### src/rtl/scr1_dbgc_hart_cmd_seq.sv
// DBGC-side hart command sequencer: host halt/run strobes become a level req/ack/nack
// handshake with a local watchdog, plus instruction and debug data register staging.
module scr1_dbgc_hart_cmd_seq #(
  parameter int SCR1_DBGC_CMD_WDOG              = 256,
  parameter int SCR1_DBGC_DBG_CORE_INSTR_WIDTH  = 32,
  parameter int SCR1_DBGC_DBG_DATA_REG_WIDTH    = 32
) (
  input  logic                                       clk,
  input  logic                                       rst_n,
  input  logic                                       host_cmd_vld,
  input  logic                                       host_cmd,
  output logic                                       host_cmd_rdy,
  output logic [1:0]                                 host_cmd_sts,
  output logic                                       host_cmd_done,
  input  logic                                       host_instr_we,
  input  logic [SCR1_DBGC_DBG_CORE_INSTR_WIDTH-1:0]  host_instr,
  input  logic                                       host_ddr_we,
  input  logic [SCR1_DBGC_DBG_DATA_REG_WIDTH-1:0]    host_ddr_wdata,
  input  logic                                       host_ddr_rd,
  output logic [SCR1_DBGC_DBG_DATA_REG_WIDTH-1:0]    host_ddr_rdata,
  output logic                                       host_ddr_full,
  output logic                                       dbgc_hart_cmd,
  output logic                                       dbgc_hart_cmd_req,
  input  logic                                       dbgc_hart_cmd_ack,
  input  logic                                       dbgc_hart_cmd_nack,
  output logic [SCR1_DBGC_DBG_CORE_INSTR_WIDTH-1:0]  dbgc_hart_instr,
  output logic [SCR1_DBGC_DBG_DATA_REG_WIDTH-1:0]    dbgc_hart_dreg_out,
  input  logic [SCR1_DBGC_DBG_DATA_REG_WIDTH-1:0]    dbgc_hart_dreg_in,
  input  logic                                       dbgc_hart_dreg_wr
);

  localparam int IW     = SCR1_DBGC_DBG_CORE_INSTR_WIDTH;
  localparam int DW     = SCR1_DBGC_DBG_DATA_REG_WIDTH;
  localparam int WDOG_W = $clog2(SCR1_DBGC_CMD_WDOG);
  localparam logic [WDOG_W-1:0] WDOG_INIT = WDOG_W'(SCR1_DBGC_CMD_WDOG - 1);

  localparam logic MODE_RUN = 1'b0;

  localparam logic [1:0] STS_NONE  = 2'b00;
  localparam logic [1:0] STS_ACK   = 2'b01;
  localparam logic [1:0] STS_NACK  = 2'b10;
  localparam logic [1:0] STS_ABORT = 2'b11;

  typedef enum logic {
    ST_IDLE = 1'b0,
    ST_REQ  = 1'b1
  } state_e;

  state_e            state_q, state_d;
  logic              cmd_q, cmd_d;
  logic [WDOG_W-1:0] wdog_q, wdog_d;
  logic [1:0]        sts_q, sts_d;
  logic              done_q, done_d;
  logic [IW-1:0]     instr_q, instr_d;
  logic [DW-1:0]     dreg_out_q, dreg_out_d;
  logic [DW-1:0]     ddr_rdata_q, ddr_rdata_d;
  logic              ddr_full_q, ddr_full_d;

  // Ack has priority over nack (hart halt-timeout reports both), and both over the watchdog.
  always_comb begin
    state_d = state_q;
    cmd_d   = cmd_q;
    wdog_d  = wdog_q;
    sts_d   = sts_q;
    done_d  = 1'b0;
    case (state_q)
      ST_IDLE: begin
        if (host_cmd_vld) begin
          state_d = ST_REQ;
          cmd_d   = host_cmd;
          wdog_d  = WDOG_INIT;
        end
      end
      ST_REQ: begin
        if (dbgc_hart_cmd_ack) begin
          state_d = ST_IDLE;
          sts_d   = STS_ACK;
          done_d  = 1'b1;
        end else if (dbgc_hart_cmd_nack) begin
          state_d = ST_IDLE;
          sts_d   = STS_NACK;
          done_d  = 1'b1;
        end else if (wdog_q == '0) begin
          state_d = ST_IDLE;
          sts_d   = STS_ABORT;
          done_d  = 1'b1;
        end else begin
          wdog_d = wdog_q - WDOG_W'(1);
        end
      end
      default: state_d = ST_IDLE;
    endcase
  end

  // A core DDR write in the same cycle as a host read wins, so no fresh value is lost.
  always_comb begin
    instr_d     = host_instr_we ? host_instr     : instr_q;
    dreg_out_d  = host_ddr_we   ? host_ddr_wdata : dreg_out_q;
    ddr_rdata_d = ddr_rdata_q;
    ddr_full_d  = ddr_full_q;
    if (dbgc_hart_dreg_wr) begin
      ddr_rdata_d = dbgc_hart_dreg_in;
      ddr_full_d  = 1'b1;
    end else if (host_ddr_rd) begin
      ddr_full_d  = 1'b0;
    end
  end

  always_ff @(posedge clk or negedge rst_n) begin
    if (!rst_n) begin
      state_q     <= ST_IDLE;
      cmd_q       <= MODE_RUN;
      wdog_q      <= WDOG_INIT;
      sts_q       <= STS_NONE;
      done_q      <= 1'b0;
      instr_q     <= '0;
      dreg_out_q  <= '0;
      ddr_rdata_q <= '0;
      ddr_full_q  <= 1'b0;
    end else begin
      state_q     <= state_d;
      cmd_q       <= cmd_d;
      wdog_q      <= wdog_d;
      sts_q       <= sts_d;
      done_q      <= done_d;
      instr_q     <= instr_d;
      dreg_out_q  <= dreg_out_d;
      ddr_rdata_q <= ddr_rdata_d;
      ddr_full_q  <= ddr_full_d;
    end
  end

  assign host_cmd_rdy       = (state_q == ST_IDLE);
  assign dbgc_hart_cmd_req  = (state_q == ST_REQ);
  assign dbgc_hart_cmd      = cmd_q;
  assign host_cmd_sts       = sts_q;
  assign host_cmd_done      = done_q;
  assign dbgc_hart_instr    = instr_q;
  assign dbgc_hart_dreg_out = dreg_out_q;
  assign host_ddr_rdata     = ddr_rdata_q;
  assign host_ddr_full      = ddr_full_q;

endmodule

### config.mk
export PLATFORM = sky130hd
export DESIGN_NAME = scr1_dbgc_hart_cmd_seq
export DESIGN_NICKNAME = d
export VERILOG_FILES = /design/src/rtl/scr1_dbgc_hart_cmd_seq.sv
export SDC_FILE = /design/constraint.sdc
export NUM_CORES = 1
export LEC_CHECK = 0
export CAP_MARGIN = 20
export CORE_AREA = 2 2 123 125
export CTS_CLUSTER_SIZE = 40
export DETAILED_ROUTE_END_ITERATION = 6
export DIE_AREA = 0 0 125 127
export SLEW_MARGIN = 10
export SYNTH_ARGS = -nofsm -noshare
export SYNTH_HDL_FRONTEND = slang
export SYNTH_SLANG_ARGS = --single-unit
### constraint.sdc
create_clock -name clk -period 4.3 [get_ports clk]
set_input_delay 0.86 -clock clk [delete_from_list [all_inputs] [get_ports clk]]
set_output_delay 0.86 -clock clk [all_outputs]
set_load 0.05 [all_outputs]
* Word level (Yosys, flattened, before mapping) *
Index checks and enable logic that the tools add are counted.

storage, ports and cells
  bits in registers = 110
  input port bits = 106
  output and inout bits = 103
  logic and storage cells = 40

operators by class
  $add $sub $neg = 1
  eq/ne operators = 4
  mux-type cells = 19
  bitwise logic cells = 1
  reduce and logical (&&, ||, !) cells = 6

operators by type and width
  kind                   count
  $mux W8                4
  $pmux W8 S2            1
  $mux W1                10
  $logic_not A8 Y1       1
  $ne A2 B2 Y1 const B   4
  $sub A8 B1 Y8 const B  1
  $mux W2                3
  $reduce_and A2 Y1      2
  $reduce_and A4 Y1      1
  $reduce_bool A3 Y1     1
  $pmux W1 S2            1
  $reduce_bool A2 Y1     1
  $not A1 Y1             1

* Depth between registers and ports, before layout *
Gate-level depths: netlist of run 1.

  depth in word-level cells = 5
  gate-level depth with buffers = 5
  gate-level depth less buffers = 5

* Least setup slack after synthesis of run 1 *
No wires, ideal clock.

  path type = input port to flip-flop
  start point = input port dbgc_hart_cmd_ack
  end point = register wdog_q[5]
  library setup time = 0.081 ns
  arrival = 1.926 ns
  data required time = 4.219 ns
  slack = 2.293 ns
  cell stages on the path = 3
  cell sequence = or3b_4 or4_1 o211ai_1

on the way
  longest elaborated chain between the ends = 2

ends and longest elaborated chain
  element                             line  source
  start: declaration                  24    input logic dbgc_hart_cmd_ack,
  $ne A2 B2 Y1 (no source line)       --
  $reduce_and A4 Y1 (no source line)  --
  end signal: assignment              123   wdog_q <= wdog_d;
  end: declaration                    51    logic [WDOG_W-1:0] wdog_q, wdog_d;

Every way passes these cells.
A chain may end at the register's enable or synchronous reset.

* Worst setup path in the final report of run 1 *
  start point = register state_q, in the netlist dbgc_hart_cmd_req
  end point = output port host_cmd_rdy

on the way
  longest elaborated chain between the ends = 1

ends and longest elaborated chain
  element                      line  source
  start: declaration           49    state_e state_q, state_d;
  start signal: assignment     121   state_q <= state_d;
  $not A1 Y1 (no source line)  --
  end: declaration             12    output logic host_cmd_rdy,

Every way passes these cells.

==> impl_summary.log, run 1 <==
INFO  metric status = finished, final reports clean
INFO  metric adder_cell_share_of_the_synthesized_area = 0.5872%
INFO  metric wire_length_of_the_first_global_routing_pass = 16.77 mm
INFO  metric final_cells = about 670
INFO  metric final_weighted_congestion_in_routability_driven_placement = 0.7410
INFO  metric total_leakage_power = 2.781 nW
INFO  metric crit_path_max_incr_delay = 800 ps
INFO  metric initial_utilization = 29.55%
INFO  metric max_slew.worst_pin.slew = slightly above 800 ps
INFO  metric drt_first_iter_violations = 62
INFO  metric synth-compound-area-share = 2.819%
INFO  metric crit_path_start_kind = register
INFO  metric portBuffers = 208
INFO  metric gr-total-overflow = 0
INFO  metric layout.cells.most_common_list = sky130_fd_sc_hd__clkdlybuf4s50_1, sky130_fd_sc_hd__dfrtp_1, sky130_fd_sc_hd__mux2_2
INFO  metric tritoncts_clock_tree = done
INFO  metric rsz0062_at_grt = false
INFO  metric tritoncts_buffers = 9
INFO  metric synth_mux_area_share = 26.07%
INFO  metric clock_path_buffers = 2
INFO  metric io_pins = 209
INFO  metric parity_gate_share_of_the_synthesized_area_counting_xor_and_xnor_cells = 0%
INFO  metric vdd_drop_max = 0.3010 mV
INFO  metric nFillCells = ~1.3k
INFO  metric max_stage_delay_cell_worst_path = sky130_fd_sc_hd__clkdlybuf4s50_1
INFO  metric synth.net_count = 383
INFO  metric htreeDepth = 3
INFO  metric critical_path.cell_chain = inv_1, clkdlybuf4s50_1
INFO  metric timing.clock.skew = 2.863 ps
INFO  metric synthDistinctLibCells = 35
INFO  metric post-route-drc-count = 0
INFO  metric placed_cell_area = 0.006553 mm²
INFO  metric insertedDiodeCount = 0
INFO  metric worst-path-max-fanout = 11
INFO  metric grt_max_degree = 66
INFO  metric timing_hold_violations_final = 0
INFO  metric die_x = between 100 and 150 µm
INFO  metric cp-end-kind = output port
INFO  metric place.detailed.instances = 659
INFO  metric fin_hold_ws = 487.8 ps
INFO  metric routed_via_density = 4.525
INFO  metric first_global_vias = 3306
INFO  metric clock.fmax = between 0.3 and 0.4 GHz
INFO  metric post_cts_sizing = 0
INFO  metric max_cap_violations = 0
INFO  metric post_cts_buffers = 0
INFO  metric clock_sink_count = 110
INFO  metric cts_hold_buffers = 0
INFO  metric synth-seq-cells = 110
INFO  metric insertion_delay = 340 ps
INFO  metric timing.final.crit_share = 59.89%
INFO  metric synth_area_per_cell = 15.50 µm²
INFO  metric required = 3440 ps
INFO  metric setup_viol = 0
INFO  metric grt.total_usage = 13.24%
INFO  metric layout-area-overhead-vs-synth = 60.57%
INFO  metric antenna_left = 0
INFO  metric clockRootBuffer = sky130_fd_sc_hd__clkbuf_16
INFO  metric die_area = 0.01588 mm²
INFO  metric synth_area = 0.004262 mm²
INFO  metric utilization_after_layout = 47.44%
INFO  metric synth-simple-area-share = 4.022%
INFO  metric postLayoutCellArea = between 0.006 and 0.007 mm²
INFO  metric worstPathArrival = about 1700 ps
INFO  metric power.density_cell_area = roughly 420 mW/mm²
INFO  metric tns = 0 ps
INFO  metric slew_headroom = 45.37%
INFO  metric core = 0.01442 mm²
INFO  metric hpwlAfterDp = about 7.7 mm
INFO  metric timing.final.max_slew_violations = 0
INFO  metric floorplan.die.height = 127 µm
INFO  metric worstHoldPathType = reg2reg
INFO  metric clkTransAtPathRegs = 70 ps
INFO  metric dr.pass1.iters = 4
INFO  metric route.final.wire_length = between 10 and 15 mm
INFO  metric worstSetupPathType = reg2out
INFO  metric final_nets = 594
INFO  metric wire_per_inst = 15.39 µm
INFO  metric seq_area_frac_synth = 64.83%
INFO  metric postSynthCellCount = roughly 280
INFO  metric mostFrequentLayoutCell = sky130_fd_sc_hd__clkdlybuf4s50_1
INFO  metric period_minus_slack = between 2000 and 3000 ps
INFO  metric num_rows = 44
INFO  metric antenna_found_initial = 0
INFO  metric synth.yosys.warnings = 0
INFO  metric synth_top_family_by_area = multiplexers
INFO  metric detailroute.via_count = 3050
INFO  metric drive_above_1_share = 26.33%
[where the power goes]
| part | internal (mW) | total, mW | switching (mW) |
|---|---|---|---|
| registers | 1.14 | 1.19 | 0.0541 |
| logic | 0.339 | 0.834 | 0.495 |
| clock network | 0.463 | 0.823 | 0.360 |
[stage by stage]
stage | setup slack (ps) | total power, mW
after global placement | 1697 | 2.044
after CTS | 1698 | 2.898
final | 1725 | 2.849
after floorplan | 2293 | 1.696
after detailed placement | 1674 | 2.056
after global routing | 1645 | 2.976
[cells by family after synthesis]
| family | after synthesis |
|---|---|
| flip-flops | 110 |
| multiplexers | 99 |
| AO/OA/AOI/OAI | 18 |
| adder cells (fa/ha/maj) | 2 |
| buffers and inverters | 17 |
| AND/OR/NAND/NOR | 29 |
[synth_stat cells]
cell type / n / share of area (%)
sky130_fd_sc_hd__dfstp_2: 8 / 4.9
sky130_fd_sc_hd__and2_1: 1 / 0.15
sky130_fd_sc_hd__o21ai_0: 3 / 0.35
sky130_fd_sc_hd__nor3b_1: 1 / 0.18
sky130_fd_sc_hd__nor2b_1: 1 / 0.15
sky130_fd_sc_hd__o31ai_1: 2 / 0.35
sky130_fd_sc_hd__or4_1: 3 / 0.53
sky130_fd_sc_hd__and4bb_2: 1 / 0.29
sky130_fd_sc_hd__o41ai_1: 1 / 0.21
sky130_fd_sc_hd__o211ai_1: 2 / 0.35
sky130_fd_sc_hd__mux2_2: 96 / 25
sky130_fd_sc_hd__nand2b_1: 1 / 0.15
sky130_fd_sc_hd__a21o_2: 1 / 0.21
sky130_fd_sc_hd__or4bb_1: 1 / 0.26
sky130_fd_sc_hd__mux2i_1: 3 / 0.70
sky130_fd_sc_hd__a311oi_1: 1 / 0.21
sky130_fd_sc_hd__buf_1: 6 / 0.53
sky130_fd_sc_hd__inv_1: 4 / 0.35
sky130_fd_sc_hd__a31oi_1: 1 / 0.15
sky130_fd_sc_hd__a21o_1: 1 / 0.18
sky130_fd_sc_hd__a2111oi_0: 1 / 0.21
sky130_fd_sc_hd__nor2_1: 6 / 0.53
sky130_fd_sc_hd__nor4_1: 1 / 0.15
sky130_fd_sc_hd__or3_1: 2 / 0.29
sky130_fd_sc_hd__o22ai_1: 1 / 0.15
sky130_fd_sc_hd__clkbuf_1: 6 / 0.53
sky130_fd_sc_hd__a21oi_1: 4 / 0.47
sky130_fd_sc_hd__or2_2: 1 / 0.15
sky130_fd_sc_hd__nand2_1: 7 / 0.62
sky130_fd_sc_hd__or3b_4: 1 / 0.26
sky130_fd_sc_hd__dfrtp_1: 102 / 60
sky130_fd_sc_hd__ha_1: 2 / 0.59
sky130_fd_sc_hd__buf_6: 1 / 0.26
sky130_fd_sc_hd__or3b_2: 1 / 0.21
sky130_fd_sc_hd__nand3_1: 1 / 0.12
[layer usage]
metal / wire [µm] / vias up / GRT usage (%)
met1: 4015 / 1503 / 14.72
met5: 0 / - / 0
met2: 5243 / 129 / 22.83
li1: - / 1405 / -
met3: 912 / 13 / 6.114
met4: 206 / 0 / 3.987
[cell type report]
cell class	count	area, µm²	share of cell area [%]
Sequential cell	110	2763	40.37
Timing Repair Buffer	213	2117	30.94
Multi-Input combinational cell	148	1428	20.86
Clock buffer	11	242.7	3.547
Tap cell	184	230.2	3.364
Clock inverter	4	47.55	0.6948
Inverter	4	15.01	0.2194
[state kept, by name (all words and copies together), names as in the netlist]
signal,count
dbgc_hart_cmd_req,1
dbgc_hart_dreg_out,32
dbgc_hart_instr,32
host_cmd_sts,2
dbgc_hart_cmd,1
host_cmd_done,1
wdog_q,8
host_ddr_full,1
host_ddr_rdata,32
[critical path: cells and delay by family, from the launching register on]
kind	cells	cell delay, ps
flip-flops	1	470
buffers and inverters	2	900
[final timing paths]
kind	start	end	slack [ps]	cells after the start
max reg2reg	wdog_q[0]$_DFFE_PN1P_	wdog_q[3]$_DFFE_PN1P_	2530	5
min reg2reg	host_ddr_full$_DFFE_PN0P_	host_ddr_full$_DFFE_PN0P_	490	1
max in group asynchronous	rst_n	dbgc_hart_instr[27]$_DFFE_PN0P_	2860	2
min	host_ddr_full$_DFFE_PN0P_	host_ddr_full$_DFFE_PN0P_	490	1
max	dbgc_hart_cmd_req$_DFF_PN0_	host_cmd_rdy	1720	2
min in group asynchronous	rst_n	host_cmd_sts[1]$_DFFE_PN0P_	610	1
Note: power is estimated with default switching activity, not from simulation.
==> run 2, diff against run 1 <==
Clock period 4.3 ns to 2.1 ns, I/O delays scaled along.
==> run 2 against run 1 <==
Compared with the run above:
- register-to-register slack got worse by 2300 ps
- clock skew fell by 0.73 ps
- power rose by 100%
- sequential share of layout area fell by 0.34 points
- utilization rose by 0.40 points
- critical endpoint is now host_cmd_sts[1]
- sequential power rose by 110%
- final cell count rose by 0.59%
- critical path depth fell by 1
- first-iteration DRC count rose by 52%
- clock power rose by 94%
- worst setup slack got worse by 1600 ps
==> impl_summary.log, run 2 (synthesis results as in run 1) <==
INFO  metric place.detailed.instances = 661
INFO  metric timing.final.max_slew_violations = 0
INFO  metric dr.pass1.iters = 4
INFO  metric net-switching-power = about 1.9 mW
INFO  metric drt_first_iter_violations = 94
INFO  metric antenna_left = 0
INFO  metric tritoncts_clock_tree = done
INFO  metric cp.buffers_inverters = 1
INFO  metric gr-total-overflow = 0
INFO  metric internal_power = 3.874 mW
INFO  metric worstSetupPathType = reg2out
INFO  metric pwr-share-seq = 42.4%
INFO  metric nFillCells = 1266
INFO  metric rsz0062_at_grt = false
INFO  metric slew_headroom = approximately 55%
INFO  metric core = 0.01442 mm²
INFO  metric required = 1680 ps
INFO  metric clkTransAtPathRegs = 70 ps
INFO  metric utilization_after_layout = a little under half
INFO  metric wire_length_of_the_first_global_routing_pass = between 15 and 20 mm
INFO  metric die_x = between 100 and 150 µm
INFO  metric crit_path_start_kind = register
INFO  metric layout.cells.most_common_list = sky130_fd_sc_hd__clkdlybuf4s50_1, sky130_fd_sc_hd__dfrtp_1, sky130_fd_sc_hd__mux2_2
INFO  metric clockRootBuffer = sky130_fd_sc_hd__clkbuf_16
INFO  metric post-route-drc-count = 0
INFO  metric clock_path_buffers = 2
INFO  metric crit_path_max_incr_delay = between 800 and 900 ps
INFO  metric antenna_found_initial = 0
INFO  metric htreeDepth = 3
INFO  metric seqCellArea = 0.002763 mm²
INFO  metric die_area = 0.01588 mm²
INFO  metric critical_path.cell_chain = clkdlybuf4s50_1
INFO  metric initial_utilization = 29.55%
INFO  metric grt_max_degree = 68
INFO  metric final_cells = 678
INFO  metric timing.clock.skew = 2.132 ps
INFO  metric status = finished, final reports clean
INFO  metric layout-area-overhead-vs-synth = 61.92%
INFO  metric floorplan.die.height = 127 µm
INFO  metric routed_via_density = 4.496
INFO  metric timing_hold_violations_final = 0
INFO  metric post_cts_buffers = 0
INFO  metric grt.total_usage = 13.49%
INFO  metric worstHoldPathType = reg2reg
INFO  metric period_minus_slack = 1971 ps
INFO  metric io_pins = 209
INFO  metric final_nets = 597
INFO  metric tns = 0 ps
INFO  metric clock_sink_count = 110
INFO  metric tritoncts_buffers = 9
INFO  metric wire_per_inst = 15.64 µm
INFO  metric switching_share = 32.77%
INFO  metric report.power.total = 5.762 mW
INFO  metric num_rows = 44
INFO  metric cp-end-kind = output port
INFO  metric worst_path_dominant_cell_family = buffers and inverters
INFO  metric portBuffers = 208
INFO  metric total_leakage_power = around 2.8 nW
INFO  metric power.density_cell_area = 835.1 mW/mm²
INFO  metric vdd_drop_max = 0.5144 mV
INFO  metric worst-path-max-fanout = 3
INFO  metric pwr-share-comb = 29.9%
INFO  metric insertedDiodeCount = 0
INFO  metric worstPathArrival = 1550 ps
INFO  metric max_slew.worst_pin.slew = between 600 and 700 ps
INFO  metric power.share.clock = 27.7%
INFO  metric clock.fmax = 0.5074 GHz
INFO  metric fin_hold_ws = 492.3 ps
INFO  metric max_cap_violations = 0
INFO  metric insertion_delay = 340 ps
INFO  metric multi_input_area = 0.001428 mm²
INFO  metric setup_viol = 0
INFO  metric max_stage_delay_cell_worst_path = sky130_fd_sc_hd__clkdlybuf4s50_1
INFO  metric detailroute.via_count = between 3k and 4k
INFO  metric hpwlAfterDp = around 8 mm
INFO  metric mostFrequentLayoutCell = sky130_fd_sc_hd__clkdlybuf4s50_1
INFO  metric route.final.wire_length = ~11 mm
INFO  metric drive_above_1_share = ~27%
INFO  metric first_global_vias = 3282
INFO  metric timing.final.crit_share = 93.84%
INFO  metric final_weighted_congestion_in_routability_driven_placement = 0.8361
INFO  metric reg2reg_setup_slack = ~280 ps
-- run 2: power by group through the flow --
stage | clock network, mW | registers, mW | logic (mW)
global placement | 0 | 2.47 | 1.73
finish | 1.60 | 2.44 | 1.73
detailed placement | 0 | 2.48 | 1.74
CTS | 1.69 | 2.44 | 1.75
global route | 1.76 | 2.47 | 1.80
floorplan | 0 | 3.19 | 0.280
-- run 2: timing repair --
item | CTS | global route
hold buffers | 1 | 0
endpoints found under the hold margin | 22 | 0
endpoints found under the setup margin | 1 | 0
resized for setup | 1 | 0
-- run 2: per-layer routing --
layer / vias up / GRT usage, % / part of all wire [%] / wire length (µm)
li1: 1406 / - / - / -
met1: 1495 / 14.79 / 39 / 4090
met2: 128 / 23.37 / 50 / 5345
met3: 19 / 5.611 / 8.6 / 917
met4: 0 / 5.294 / 2.4 / 252
met5: - / 0 / 0 / 0
-- run 2: final timing paths --
check	startpoint	endpoint	depth (start not counted)
worst max register to register	wdog_q[0]$_DFFE_PN1P_	wdog_q[3]$_DFFE_PN1P_	5
max in group asynchronous	rst_n	wdog_q[4]$_DFFE_PN1P_	3
worst min register to register	host_ddr_full$_DFFE_PN0P_	host_ddr_full$_DFFE_PN0P_	1
min in group asynchronous	rst_n	dbgc_hart_cmd_req$_DFF_PN0_	2
worst max-delay path	host_cmd_sts[1]$_DFFE_PN0P_	host_cmd_sts[1]	1
worst min-delay path	host_ddr_full$_DFFE_PN0P_	host_ddr_full$_DFFE_PN0P_	1
-- run 2: area by class of cell --
cell class                      instances  share of cell area (%)
Clock buffer                           11                   3.518
Clock inverter                          5                  0.4896
Inverter                                4                  0.2176
Multi-Input combinational cell        148                   20.69
Sequential cell                       110                   40.04
Tap cell                              184                   3.336
Timing Repair Buffer                  216                   31.71
-- run 2: per-stage QoR --
step                      instance area, µm²  worst slack [ps]
after CTS                               6900             104.4
after global placement                  6615             39.17
after detailed placement                6615            -29.21
after floorplan                         4262             151.3
after global routing                    6900             71.41
final                                   6900             129.3
==> run 3, diff against run 2 <==
Settings changed: CORE_AREA 2 2 123 125 to 2 2 112 114, DIE_AREA 0 0 125 127 to 0 0 114 116, PLACE_DENSITY set to 0.75.
==> run 3 against run 2 <==
Compared with the run above:
- sequential cell count unchanged
- highest routed layer unchanged
- non-clock buffer count rose by 1
- clock power grew 35%
- clock skew barely moved
- power increased by 10%
- critical endpoint is now host_cmd_sts[0]
- sequential share of layout area fell by 0.38 points
- combinational power barely moved
==> impl_summary.log, run 3 (synthesis results as in run 1) <==
INFO  metric io_pins = ~210
INFO  metric vdd_drop_max = 0.5098 mV
INFO  metric crit_path_max_incr_delay = 830 ps
INFO  metric critical_path.reg2reg.endpoint = wdog_q[3]$_DFFE_PN1P_
INFO  metric drt_first_iter_violations = 91
INFO  metric final_nets = around 600
INFO  metric slew_headroom = 51.40%
INFO  metric worstSetupPathType = reg2out
INFO  metric power.density_cell_area = 910.8 mW/mm²
INFO  metric reg2reg_setup_slack = 290 ps
INFO  metric internal_power = 4.443 mW
INFO  metric post_cts_sizing = 0
INFO  metric tritoncts_buffers = 9
INFO  metric clock_path_buffers = 2
INFO  metric critical_path.cell_chain = clkdlybuf4s50_1
INFO  metric worstHoldPathType = in2async
INFO  metric net-switching-power = 1.902 mW
INFO  metric drive_above_1_share = 27.68%
INFO  metric timing.clock.skew = 1.949 ps
INFO  metric worst-path-max-fanout = 3
INFO  metric tns = 0 ps
INFO  metric antenna_left = 0
INFO  metric cts_hold_buffers = 0
INFO  metric worst_path_dominant_cell_family = buffers and inverters
INFO  metric die_x = 114 µm
INFO  metric insertion_delay = 340 ps
INFO  metric required = 1680 ps
INFO  metric cp-end-kind = output port
INFO  metric core = 0.01191 mm²
INFO  metric layout-area-overhead-vs-synth = 63.48%
INFO  metric timing.final.crit_share = 93.90%
INFO  metric initial_utilization = 35.78%
INFO  metric clockRootBuffer = sky130_fd_sc_hd__clkbuf_16
INFO  metric die_area = 0.01322 mm²
INFO  metric wire_length_of_the_first_global_routing_pass = 16.68 mm
INFO  metric max_cap_violations = 0
INFO  metric routed_via_density = ~4.8
INFO  metric timing.final.max_slew_violations = 0
INFO  metric first_global_vias = 3317
INFO  metric tritoncts_clock_tree = done
INFO  metric setup_viol = 0
INFO  metric num_rows = 40
INFO  metric hpwlAfterDp = 8.027 mm
INFO  metric timing_hold_violations_final = 0
INFO  metric period_minus_slack = 1972 ps
INFO  metric worstPathArrival = 1550 ps
INFO  metric nFillCells = just under 1k
INFO  metric wire_per_inst = 16.70 µm
INFO  metric regToRegStartpoint = wdog_q[0]$_DFFE_PN1P_
INFO  metric max_slew.worst_pin.slew = about 720 ps
INFO  metric pwr-share-seq = 38.5%
INFO  metric clock_sink_count = between 100 and 150
INFO  metric dr.pass1.iters = 4
INFO  metric status = finished, final reports clean
INFO  metric clock.fmax = 0.5071 GHz
INFO  metric worst-r2r-cell-count = 5
INFO  metric pwr-share-comb = 27.4%
INFO  metric mostFrequentLayoutCell = sky130_fd_sc_hd__clkdlybuf4s50_1
INFO  metric portBuffers = roughly 210
INFO  metric grt.total_usage = 16.21%
INFO  metric switching_share = 29.97%
INFO  metric rsz0062_at_grt = false
INFO  metric htreeDepth = 3
INFO  metric final_weighted_congestion_in_routability_driven_placement = 0.8315
INFO  metric max_stage_delay_cell_worst_path = sky130_fd_sc_hd__clkdlybuf4s50_1
INFO  metric detailroute.via_count = ~3k
INFO  metric post_cts_buffers = 0
INFO  metric fin_hold_ws = 27.73 ps
INFO  metric total_leakage_power = 2.868 nW
INFO  metric cp.buffers_inverters = 1
INFO  metric crit_path_start_kind = register
INFO  metric layout.cells.most_common_list = sky130_fd_sc_hd__clkdlybuf4s50_1, sky130_fd_sc_hd__dfrtp_1, sky130_fd_sc_hd__mux2_2
INFO  metric gr-total-overflow = 0
INFO  metric antenna_found_initial = 0
INFO  metric grt_max_degree = 42
INFO  metric power.share.clock = 34.1%
INFO  metric insertedDiodeCount = 0
INFO  metric floorplan.die.height = 116 µm
INFO  metric clkTransAtPathRegs = roughly 70 ps
INFO  metric post-route-drc-count = 0
INFO  metric route.final.wire_length = 10.72 mm
-- run 3: cell count changes in the layout (fill, tap and decap cells not counted), sizes merged --
cell	previous run	this run
dlygate4sd3	1	0
bufinv	0	5
buf	9	12
inv	5	4
clkbuf	11	9
dlygate4sd2	1	0
clkinvlp	2	0
-- run 3: how the worst max path moves through the flow --
stage / to / startpoint / cells after the start
2_1_floorplan: wdog_q[5]$_DFFE_PN1P_ / dbgc_hart_cmd_req$_DFF_PN0_ / 4
3_3_place_gp: wdog_q[3]$_DFFE_PN1P_ / dbgc_hart_cmd_ack / 4
3_5_place_dp: wdog_q[5]$_DFFE_PN1P_ / dbgc_hart_cmd_ack / 4
4_1_cts: host_cmd_sts[0] / host_cmd_sts[0]$_DFFE_PN0P_ / 1
5_1_grt: host_cmd_sts[0] / host_cmd_sts[0]$_DFFE_PN0P_ / 1
6_report: host_cmd_sts[0] / host_cmd_sts[0]$_DFFE_PN0P_ / 1
-- run 3: power groups by stage --
stage / combinational [mW] / sequential (mW) / clock (mW)
2_1_floorplan: 0.280 / 3.19 / 0
3_3_place_gp: 1.73 / 2.47 / 0
5_1_grt: 1.81 / 2.47 / 2.30
4_1_cts: 1.76 / 2.44 / 2.22
6_report: 1.74 / 2.44 / 2.16
3_5_place_dp: 1.75 / 2.48 / 0
-- run 3: area by class of cell --
type	count	area (µm²)	area share, %
inverter	4	15.01	0.2155
clock buffer	9	225.2	3.233
timing repair buffer	217	2192	31.47
tap	147	183.9	2.640
sequential	110	2763	39.66
multi-input combinational	148	1428	20.49
clock inverter	7	160.2	2.299
-- run 3: stage by stage --
step           power, mW  setup slack [ps]  util (%)  cell area (µm²)  instances
2_1_floorplan      3.473             151.3         -             4262        275
3_3_place_gp       4.198             57.55     55.25             6581        626
3_5_place_dp       4.233             2.069     55.25             6581        626
4_1_cts            6.421             102.7     58.49             6967        642
5_1_grt            6.584             78.53     58.49             6967        642
6_report           6.345             128.1     58.49             6967        642
-- run 3: layer usage --
metal,wire (µm),up-vias,track usage [%]
li1,-,1406,-
met1,4189,1493,18.75
met2,5318,134,27.18
met3,981,18,5.701
met4,231,0,7.480
met5,0,-,0
